## src/rtl/ann_pkg.sv

```systemverilog
// Types and constants shared by the neural-network layer stages.
// Provides the score datatype, the argmax FSM state set and an index-width helper.
package ann_pkg;

   localparam int DATA_W = 32;

   typedef logic signed [DATA_W-1:0] data_t;

   typedef enum logic [1:0] {
      IDLE,
      SCAN,
      DONE
   } argmax_state_e;

   // Width needed to index n items, never less than one bit.
   function automatic int idx_width(input int n);
      return (n > 1) ? $clog2(n) : 1;
   endfunction

endpackage

```

## src/rtl/argmax_cmp.sv

```systemverilog
// Combinational best-so-far update for the argmax scan.
// The candidate replaces the current best only when strictly greater (signed), so ties keep the older index.
module argmax_cmp
   import ann_pkg::*;
#(
   parameter int IDX_W = 2
) (
   input  data_t            cand_val,
   input  logic [IDX_W-1:0] cand_idx,
   input  data_t            best_val,
   input  logic [IDX_W-1:0] best_idx,
   output data_t            new_val,
   output logic [IDX_W-1:0] new_idx
);

   always_comb begin
      new_val = best_val;
      new_idx = best_idx;
      if (cand_val > best_val) begin
         new_val = cand_val;
         new_idx = cand_idx;
      end
   end

endmodule

```

## src/rtl/argmax_layer.sv

```systemverilog
// Per-row argmax over a snapshot of the linear stage's COUNT x OUTPUT_SIZE score matrix.
// One element is scanned per cycle; enable/done follow the same level handshake as the linear stage.
module argmax_layer
   import ann_pkg::*;
#(
   parameter int  COUNT       = 1,
   parameter int  OUTPUT_SIZE = 4,
   localparam int IDX_W       = idx_width(OUTPUT_SIZE)
) (
   input  logic             clk,
   input  logic             rst,
   input  logic             enable,
   input  data_t            data_in   [COUNT][OUTPUT_SIZE],
   output logic [IDX_W-1:0] class_idx [COUNT],
   output data_t            max_val   [COUNT],
   output logic             busy,
   output logic             done
);

   localparam int                ROW_W    = idx_width(COUNT);
   localparam logic [ROW_W-1:0]  LAST_ROW = ROW_W'(COUNT - 1);
   localparam logic [IDX_W-1:0]  LAST_COL = IDX_W'(OUTPUT_SIZE - 1);

   argmax_state_e    state_q, state_d;
   logic [ROW_W-1:0] row_q, row_d;
   logic [IDX_W-1:0] col_q, col_d;
   data_t            buf_q [COUNT][OUTPUT_SIZE];
   data_t            buf_d [COUNT][OUTPUT_SIZE];
   data_t            best_val_q, best_val_d;
   logic [IDX_W-1:0] best_idx_q, best_idx_d;
   logic [IDX_W-1:0] class_idx_q [COUNT];
   logic [IDX_W-1:0] class_idx_d [COUNT];
   data_t            max_val_q [COUNT];
   data_t            max_val_d [COUNT];
   logic             busy_q, busy_d;
   logic             done_q, done_d;

   data_t            cur_val;
   data_t            cmp_val;
   logic [IDX_W-1:0] cmp_idx;
   data_t            scan_val;
   logic [IDX_W-1:0] scan_idx;

   assign cur_val = buf_q[row_q][col_q];

   argmax_cmp #(
      .IDX_W (IDX_W)
   ) u_cmp (
      .cand_val (cur_val),
      .cand_idx (col_q),
      .best_val (best_val_q),
      .best_idx (best_idx_q),
      .new_val  (cmp_val),
      .new_idx  (cmp_idx)
   );

   // First column of a row seeds the best unconditionally.
   assign scan_val = (col_q == '0) ? cur_val : cmp_val;
   assign scan_idx = (col_q == '0) ? '0      : cmp_idx;

   always_comb begin
      state_d     = state_q;
      row_d       = row_q;
      col_d       = col_q;
      buf_d       = buf_q;
      best_val_d  = best_val_q;
      best_idx_d  = best_idx_q;
      class_idx_d = class_idx_q;
      max_val_d   = max_val_q;

      case (state_q)
         IDLE: begin
            if (enable) begin
               buf_d = data_in;
               for (int unsigned r = 0; r < COUNT; r++) begin
                  class_idx_d[r] = '0;
                  max_val_d[r]   = '0;
               end
               row_d   = '0;
               col_d   = '0;
               state_d = SCAN;
            end
         end
         SCAN: begin
            best_val_d = scan_val;
            best_idx_d = scan_idx;
            if (col_q == LAST_COL) begin
               class_idx_d[row_q] = scan_idx;
               max_val_d[row_q]   = scan_val;
               col_d              = '0;
               if (row_q == LAST_ROW) begin
                  row_d   = '0;
                  state_d = DONE;
               end else begin
                  row_d = row_q + ROW_W'(1);
               end
            end else begin
               col_d = col_q + IDX_W'(1);
            end
         end
         DONE: begin
            if (!enable) begin
               state_d = IDLE;
            end
         end
         default: state_d = IDLE;
      endcase

      busy_d = (state_d == SCAN);
      done_d = (state_d == DONE);
   end

   always_ff @(posedge clk or negedge rst) begin
      if (!rst) begin
         state_q    <= IDLE;
         row_q      <= '0;
         col_q      <= '0;
         best_val_q <= '0;
         best_idx_q <= '0;
         busy_q     <= 1'b0;
         done_q     <= 1'b0;
         for (int unsigned r = 0; r < COUNT; r++) begin
            class_idx_q[r] <= '0;
            max_val_q[r]   <= '0;
            for (int unsigned c = 0; c < OUTPUT_SIZE; c++) begin
               buf_q[r][c] <= '0;
            end
         end
      end else begin
         state_q     <= state_d;
         row_q       <= row_d;
         col_q       <= col_d;
         best_val_q  <= best_val_d;
         best_idx_q  <= best_idx_d;
         busy_q      <= busy_d;
         done_q      <= done_d;
         class_idx_q <= class_idx_d;
         max_val_q   <= max_val_d;
         buf_q       <= buf_d;
      end
   end

   assign class_idx = class_idx_q;
   assign max_val   = max_val_q;
   assign busy      = busy_q;
   assign done      = done_q;

endmodule

```

## config.mk

```make
export PLATFORM = sky130hd
export DESIGN_NAME = argmax_layer
export DESIGN_NICKNAME = d
export VERILOG_FILES = /design/src/rtl/ann_pkg.sv /design/src/rtl/argmax_cmp.sv /design/src/rtl/argmax_layer.sv
export SDC_FILE = /design/constraint.sdc
export NUM_CORES = 1
export LEC_CHECK = 0
export CORE_ASPECT_RATIO = 1.4
export CORE_MARGIN = 4
export CORE_UTILIZATION = 35
export CTS_BUF_LIST = sky130_fd_sc_hd__clkbuf_16
export DETAILED_ROUTE_END_ITERATION = 8
export GPL_ROUTABILITY_DRIVEN = 0
export HOLD_SLACK_MARGIN = 0.15
export PLACE_DENSITY = 0.6
export SLEW_MARGIN = 10
export SYNTH_ARGS = -nofsm -noshare
export SYNTH_HDL_FRONTEND = slang
export SYNTH_SLANG_ARGS = --single-unit
```

## constraint.sdc

```tcl
create_clock -name clk -period 10 [get_ports clk]
set_clock_uncertainty 0.05 [all_clocks]
set_input_delay 2 -clock clk [delete_from_list [all_inputs] [get_ports clk]]
set_output_delay 2 -clock clk [all_outputs]
set_load 0.01 [all_outputs]
```

==> results of run 1 <==
-- final timing paths --
check	from	end	slack [ps]	cells after the start
min	max_val[1]	max_val[1]	430	2
max in group asynchronous	rst	col_q[0]	6710	2
max reg2reg	col_q[0]	best_val_q[14]	5160	12
min reg2reg	max_val[1]	max_val[1]	430	2
min in group asynchronous	rst	buf_q[7]	1540	1
max	col_q[0]	best_val_q[14]	5160	12
-- Yosys cell counts --
cell type    n  share of area (%)
mux4_2      32                7.7
o31ai_4      1               0.23
o2111ai_1    1              0.093
buf_4        3               0.24
a21oi_1     15               0.80
nand2b_1     2               0.13
nor2b_1      3               0.20
o211ai_2     1               0.13
o31ai_1      2               0.16
a211oi_1     3               0.24
nand4_1      6               0.40
nand2_4      1               0.12
a32o_1       1               0.11
nor4_1       2               0.13
mux2i_1     35                3.7
o21ai_0      8               0.43
dfrtp_1    202                 54
buf_1        4               0.16
nand3_1      3               0.16
buf_6        3               0.36
clkbuf_1    25                1.0
mux2_2     128                 15
nand2_1     50                2.0
nor3_1       1              0.053
a221oi_1     1              0.093
nor3_2       1               0.11
ha_1        34                4.5
o221ai_1     1              0.093
mux2_1      32                3.8
nor2_1       7               0.28
a22o_1       2               0.19
inv_1       41                1.6
o21ai_1     32                1.7
-- layer usage --
metal	GRT usage [%]	vias to the layer above	part of all wire (%)
met2	26.4	113	53
met3	2.44	34	4.3
li1	-	2778	-
met1	17.5	2920	40
met4	3.87	0	2.1
met5	0	-	0
-- through the flow --
step                      util [%]  hold WS (ps)
final                         45.8           434
after global routing          45.8           457
after CTS                     45.8           436
after detailed placement      43.3           423
after global placement        43.3           416
after floorplan                  -           412
-- sequential cells by signal (all words and copies together), names as in the netlist --
name and cells:
busy 1, col_q 2, class_idx 2, best_val_q 32, max_val 32, best_idx_q 2, done 1, buf_q 128
state_q 2
-- where the power goes --
part	switching [uW]	total (uW)	internal, uW	leakage [uW]
sequential	238	1450	1210	0.00244
combinational	1030	2150	1110	0.00240
clock	321	760	438	0.000344
-- cells by family after synthesis --
group | after synthesis | share of synthesized area [%]
AO/OA/AOI/OAI | 68 | 4.26
multiplexers | 227 | 30.5
buffers and inverters | 76 | 3.39
AND/OR/NAND/NOR | 76 | 3.58
flip-flops | 202 | 53.7
adder cells (fa/ha/maj) | 34 | 4.52
-- layout make-up --
cell class	instances	share of cell area, %
clock buffer	23	4.78
clock inverter	16	0.769
inverter	41	1.28
multi-input combinational	405	33.6
sequential	202	42.0
tap	324	3.37
timing repair buffer	172	14.2
-- worst reg2reg max path: stages (launching register included) --
cell and delay, ps:
dfrtp_2 450, buf_4 580, mux4_2 630, ha_1 390, nand4_1 190, nor4_1 370
nand2_1 120, o211ai_2 110, a211oi_1 130, o31ai_4 260, buf_4 540, nand2_4 450
mux2_1 460
==> qor.yml, run 1 <==
drv_cap: 0
htreeDepth: 1
cp_common_cell: "buf_4"
final_common_cell: "dfrtp_1"
end_kind: "flip-flop"
cts_setup_buffers: 0
setup_slack_ps: 5160
syn_area_um2: 9410
dp.cells: 1144
nets: 1009
critPathTopFamily: "buffers and inverters"
final_cell_mix: "dfrtp_1 (200), clkdlybuf4s50_1 (165), mux2_2 (128)"
multi_input_comb_area_um2: 4050
fp.coreArea_um2: 26300
hold_buffers: 0
antenna-diode-count: 0
setup-violations-final: 0
post-route-period-util_pct: 48.4
path_class: "reg -> reg"
powerDensity_nw_per_um2: 361
power_uw: 4350
slowest_delay_ps: 610
final_cell_area_um2: 12000
status: "finished, final reports clean"
ys_seq_elements: 202
fin_cells: 1183
grt_pass1_wl_um: 34400
pin_count: 167
drc: 0
rsz0062_at_grt: "no"
initial_utilization_pct: 35.8
yosysWarnings: 0
num_vias: 5845
start_kind: "flip-flop"
cts_buffers: 22
num_rows: 70
grt_overflow: 0
routed_wl_um: 21400
vias_per_cell: 4.94
die_x_um: 147
ir_drop_mv: 0.246
finalHoldViolations: 0
drtPass1Iterations: 4
drt-initial-drc-count: 234
holdCritPathClass: "reg -> reg"
yosysSeqAreaShare_pct: 53.7
slew_violations: 0
critPathRequiredTime_ps: 10330
path_buf_inv: 2
ys_types: 33
synth_nets: 848
synthCells: 683
fin_crit_ps: 4840
grt_usage_pct: 14.4
cts_tree: "yes"
drive_gt1_share_pct: 23.7
nFillCells: 2429
fp.dieH_um: 202
dpl_worst_slack_ps: 5060
path_clk_slew_ps: 60
timing.setup.tns_ps: 0
antenna_found_initial: 0
clock.fmax_mhz: 207
worstPathArrival_ps: 5170
grt_pass1_vias: 6345
hpwl_um: 14900
ant_nets: 0
regArea_um2: 5060
cts-resized-gates: 0
place.port_buffers: 166
slew-limit-headroom_pct: 31.3
cp_cell_sequence: "buf_4 -> mux4_2 -> ha_1 -> nand4_1 -> nor4_1 -> nand2_1 -> o211ai_2 -> a211oi_1 -> o31ai_4 -> buf_4 -> nand2_4 -> mux2_1"
cts_buffer_depth: 3
clock-sinks: 202
insertion_delay_ps: 500
syn_area_per_cell_um2: 13.8
p_leak_uw: 0.00518
clockRootBuffer: "clkbuf_16"
crit_slowest_cell: "mux4_2"
die-area_um2: 29600
worst_pin_slew_ps: 1030
worst-path-max-fanout: 33
wl_per_cell_um: 18.1
grt_max_degree: 128
place_area_um2: 11400
area_growth_pct: 28.0
Note: power is estimated with default switching activity, not from simulation.
==> run 2, diff against run 1 <==
- PLACE_DENSITY: 0.6 -> 0.62
- clock period: 10 -> 4.3 ns (I/O delays scaled with it)
==> qor.yml, run 2 (same netlist as run 1, synthesis figures left out) <==
status: "finished, final reports clean"  # unchanged
cts_buffer_depth: 3  # unchanged
timing.setup.tns_ps: 0  # unchanged
slowest_delay_ps: 610  # about the same
num_vias: 5976  # was 5845
fp.dieH_um: 202  # unchanged
area_growth_pct: 29.4  # was 28.0%
final_cell_area_um2: 12200  # was 12000 um^2
path_clk_slew_ps: 60  # about the same
insertion_delay_ps: 500  # about the same
drv_cap: 0  # unchanged
clock-sinks: 202  # unchanged
antenna_found_initial: 0  # unchanged
p_leak_uw: 0.00527  # was 0.00518 uW
cts-resized-gates: 0  # unchanged
setup-violations-final: 0  # unchanged
place_area_um2: 11500  # was 11400 um^2
vias_per_cell: 5.00  # was 4.94
critPathRequiredTime_ps: 4600  # was 10330 ps
drt-initial-drc-count: 189  # was 234
final_cell_mix: "dfrtp_1 (200), clkdlybuf4s50_1 (165), mux2_2 (128)"  # unchanged
start_kind: "flip-flop"  # unchanged
slew-limit-headroom_pct: 44.4  # was 31.3%
clockRootBuffer: "clkbuf_16"  # unchanged
grt_usage_pct: 15.1  # was 14.4%
cp_common_cell: "buf_4"  # unchanged
slew_violations: 0  # unchanged
largest_reg_flops: 128  # unchanged
htreeDepth: 1  # unchanged
grt_pass1_vias: 6433  # was 6345
cts_tree: "yes"  # unchanged
post-route-period-util_pct: 91.2  # was 48.4%
r2r_cells: 13  # was 12
nets: 1022  # was 1009
final_common_cell: "dfrtp_1"  # unchanged
grt_pass1_wl_um: 35700  # was 34400 um
drc: 0  # unchanged
cts_setup_buffers: 0  # unchanged
num_rows: 70  # unchanged
finalHoldViolations: 0  # unchanged
clock.fmax_mhz: 255  # was 207 MHz
die-area_um2: 29600  # unchanged
wl_per_cell_um: 18.6  # was 18.1 um
pin_count: 167  # unchanged
worst-path-max-fanout: 19  # was 33
hold_buffers: 0  # unchanged
fin_crit_ps: 3920  # was 4840 ps
hpwl_um: 16200  # was 14900 um
holdCritPathClass: "in -> async"  # was reg -> reg
ir_drop_mv: 0.474  # was 0.246 mV
worst_pin_slew_ps: 832  # was 1030 ps
worstPathArrival_ps: 4220  # was 5170 ps
grt_max_degree: 101  # was 128
place.port_buffers: 166  # unchanged
cts_buffers: 22  # unchanged
crit_slowest_cell: "mux4_2"  # unchanged
powerDensity_nw_per_um2: 846  # was 361 nW/um^2
rsz0062_at_grt: "no"  # unchanged
routed_wl_um: 22300  # was 21400 um
regMostFlops: "buf_q"  # unchanged
grt_overflow: 0  # unchanged
path_class: "reg -> reg"  # unchanged
end_kind: "flip-flop"  # unchanged
ant_nets: 0  # unchanged
cp_cell_sequence: "buf_12 -> buf_4 -> mux4_2 -> ha_1 -> nand4_1 -> nor3_1 -> inv_1 -> nor2_1 -> a211oi_1 -> o31ai_4 -> buf_4 -> mux2i_1 -> o21ai_1"  # was buf_4 -> mux4_2 -> ha_1 -> nand4_1 -> nor4_1 -> nand2_1 -> o211ai_2 -> a211oi_1 -> o31ai_4 -> buf_4 -> nand2_4 -> mux2_1
initial_utilization_pct: 35.8  # unchanged
drtPass1Iterations: 4  # unchanged
die_x_um: 147  # unchanged
whs_ps: 317  # was 434 ps
antenna-diode-count: 0  # unchanged
drive_gt1_share_pct: 25.0  # was 23.7%
fp.coreArea_um2: 26300  # unchanged
[run 2: layout make-up]
class                           instances  area, um^2
Sequential cell                       202        5060
Clock buffer                           23         576
Multi-Input combinational cell        405        4040
Inverter                               41         154
Tap cell                              324         405
Fill cell                            2411       14100
Timing Repair Buffer                  185        1850
Clock inverter                         16        95.1
[run 2: per-layer routing]
layer / wire length (um) / track usage, % / up-vias
li1: - / - / 2809
met1: 8710 / 18.1 / 3006
met2: 12100 / 28.3 / 133
met3: 1050 / 2.49 / 28
met4: 396 / 3.63 / 0
met5: 0 / 0 / -
[run 2: final timing paths]
kind | from | slack, ps | end
max in group asynchronous | rst | 2840 | buf_q[95]
min in group clk | max_val[15] | 430 | max_val[15]
min | rst | 320 | buf_q[42]
max | col_q[0] | 380 | max_val[22]
min reg2reg | max_val[15] | 430 | max_val[15]
max reg2reg | col_q[0] | 380 | max_val[22]
[run 2: where the power goes]
group	internal [uW]	leakage, uW	switching [uW]
registers	2810	0.00244	517
logic	2720	0.00247	2480
clock network	1020	0.000356	745
total	6550	0.00527	3750
[run 2: critical path: cells and delay by family (launching register included)]
family	cells	cell delay [ps]
buffers and inverters	4	940
muxes	2	860
and+or+nand+nor	3	600
AOI/OAI and AO/OA	3	590
DFF	1	380
adders and majority gates	1	330
[run 2: through the flow]
stage	power (uW)	util (%)	std cells	setup slack, ps
after global routing	11200	46.3	1196	27.2
after floorplan	7210	-	683	48.8
after global placement	8540	43.8	1157	396
after detailed placement	8680	43.8	1157	332
after CTS	10500	46.3	1196	307
final	10300	46.3	1196	377
==> run 3, diff against run 2 <==
--- a/config.mk
+++ b/config.mk
@@ -8,10 +8,10 @@
 export CORE_ASPECT_RATIO = 1.4
 export CORE_MARGIN = 4
-export CORE_UTILIZATION = 35
+export CORE_UTILIZATION = 45
 export CTS_BUF_LIST = sky130_fd_sc_hd__clkbuf_16
 export DETAILED_ROUTE_END_ITERATION = 8
 export GPL_ROUTABILITY_DRIVEN = 0
 export HOLD_SLACK_MARGIN = 0.15
-export PLACE_DENSITY = 0.62
+export PLACE_DENSITY = 0.76
 export SLEW_MARGIN = 10
 export SYNTH_ARGS = -nofsm -noshare
==> constraint.sdc (replaced) <==
create_clock -name clk -period 4.3 [get_ports clk]
set_clock_uncertainty 0.05 [all_clocks]
set_input_delay 0.645 -clock clk [delete_from_list [all_inputs] [get_ports clk]]
set_output_delay 0.645 -clock clk [all_outputs]
set_load 0.01 [all_outputs]
==> qor.yml, run 3 (same netlist as run 1, synthesis figures left out) <==
grt_pass1_wl_um: 33800  # was 35700 um
setup_slack_ps: 281  # was 377 ps
fp.coreArea_um2: 20600  # was 26300 um^2
drc: 0  # unchanged
drive_gt1_share_pct: 24.3  # was 25.0%
r2r_cells: 11  # was 13
grt_pass1_vias: 6634  # was 6433
initial_utilization_pct: 45.8  # was 35.8%
clock-sinks: 202  # unchanged
fin_crit_ps: 4020  # was 3920 ps
nets: 1017  # was 1022
antenna-diode-count: 0  # unchanged
fp.dieH_um: 179  # was 202 um
clockRootBuffer: "clkbuf_16"  # unchanged
largest_reg_flops: 128  # unchanged
cts_tree: "yes"  # unchanged
rsz0062_at_grt: "yes"  # was no
hold_buffers: 0  # unchanged
worstPathArrival_ps: 4330  # was 4220 ps
holdCritPathClass: "in -> async"  # unchanged
reg2reg_slack_ps: 280  # was 380 ps
cts_buffer_depth: 3  # unchanged
cp-endpoint: "best_val_q[5]"  # was max_val[22]
path_class: "reg -> reg"  # unchanged
ir_drop_mv: 0.701  # was 0.474 mV
die_x_um: 130  # was 147 um
end_kind: "flip-flop"  # unchanged
final_cell_area_um2: 12100  # was 12200 um^2
grt_usage_pct: 18.3  # was 15.1%
vias_per_cell: 5.33  # was 5.00
hpwl_um: 14900  # was 16200 um
r2r_start: "col_q[0]"  # unchanged
start_kind: "flip-flop"  # unchanged
status: "finished, final reports clean"  # unchanged
path_clk_slew_ps: 60  # about the same
post-route-util_pct: 58.7  # was 46.3%
drtPass1Iterations: 6  # was 4
place.port_buffers: 166  # unchanged
regMostFlops: "buf_q"  # unchanged
grt_max_degree: 101  # unchanged
grt_overflow: 0  # unchanged
place_area_um2: 11400  # was 11500 um^2
worstReg2RegEnd: "best_val_q[5]"  # was max_val[22]
critPathRequiredTime_ps: 4610  # was 4600 ps
pin_count: 167  # unchanged
clock.fmax_mhz: 249  # was 255 MHz
dpl_worst_slack_ps: 48.8  # was 332 ps
ant_nets: 0  # unchanged
finalHoldViolations: 0  # unchanged
whs_ps: 201  # was 317 ps
final_cell_mix: "dfrtp_1 (200), clkdlybuf4s50_1 (165), mux2_2 (128)"  # unchanged
wl_per_cell_um: 18.6  # about the same
worstSetupStartpoint: "col_q[0]"  # unchanged
cts_setup_buffers: 0  # unchanged
slew-limit-headroom_pct: 44.2  # was 44.4%
setup-violations-final: 0  # unchanged
htreeDepth: 1  # unchanged
antenna_found_initial: 0  # unchanged
area_growth_pct: 28.3  # was 29.4%
powerDensity_nw_per_um2: 851  # was 846 nW/um^2
worst-path-max-fanout: 33  # was 19
post-route-period-util_pct: 93.5  # was 91.2%
cts_buffers: 22  # unchanged
insertion_delay_ps: 500  # about the same
die-area_um2: 23300  # was 29600 um^2
num_vias: 5969  # was 5976
drv_cap: 0  # unchanged
routed_wl_um: 20800  # was 22300 um
final_common_cell: "dfrtp_1"  # unchanged
num_rows: 62  # was 70
drt-initial-drc-count: 253  # was 189
slew_violations: 0  # unchanged
worst_pin_slew_ps: 835  # was 832 ps
p_leak_uw: 0.00524  # was 0.00527 uW
run 3: cell types whose count changed in the layout (fill, tap and decap cells not counted), sizes merged:
cell    previous run  this run
clkinv            10         6
bufinv             1         2
inv               46        45
buf               20        14
clkbuf            23        24
run 3: final cells by class:
| type | instances | area (um^2) |
|---|---|---|
| Clock buffer | 23 | 576 |
| Multi-Input combinational cell | 405 | 4050 |
| Fill cell | 1682 | 8480 |
| Inverter | 41 | 154 |
| Timing Repair Buffer | 180 | 1820 |
| Clock inverter | 12 | 100 |
| Tap cell | 256 | 320 |
| Sequential cell | 202 | 5060 |
run 3: how the worst min path moves through the flow:
stage,end,slack (ps),depth (start not counted)
6_report,buf_q[74],200,1
5_1_grt,buf_q[74],250,1
4_1_cts,buf_q[74],230,1
3_5_place_dp,max_val[20],430,2
3_3_place_gp,max_val[30],420,2
2_1_floorplan,best_idx_q[0],300,0
run 3: through the flow:
step,std cells,total power (uW),TNS [ps]
2_1_floorplan,683,7210,0
3_3_place_gp,1084,8330,0
3_5_place_dp,1084,8510,0
4_1_cts,1119,10400,0
5_1_grt,1119,11100,-1060
6_report,1119,10300,0
run 3: critical path: stages, from the launching register on:
cell      delay (ps)
dfrtp_4          610
buf_4            320
mux4_2           570
ha_1             330
nand4_1          170
nor3_1           300
inv_1            100
nor2_1           140
a211oi_2         120
o31ai_4          360
nand2_4          350
mux2_1           450
run 3: where the power goes:
part           internal [uW]  switching [uW]  total (uW)  leakage (uW)
registers               2810             559        3370       0.00244
clock network           1070             710        1780      0.000347
logic                   2660            2460        5120       0.00245
total                   6550            3730       10300       0.00524
run 3: layer usage:
metal	share of wire [%]	global-route usage (%)	vias to the layer above
met5	0	0	-
met4	1.8	4.42	0
met3	4.8	2.98	27
met2	54	33.6	126
met1	40	22.2	3032
li1	-	-	2784
run 3: what timing repair did:
action | in CTS | in global routing
hold endpoints to repair | 0 | 0
gates cloned | 0 | 0
setup endpoints to repair | 1 | 65
resized for setup | 1 | 4
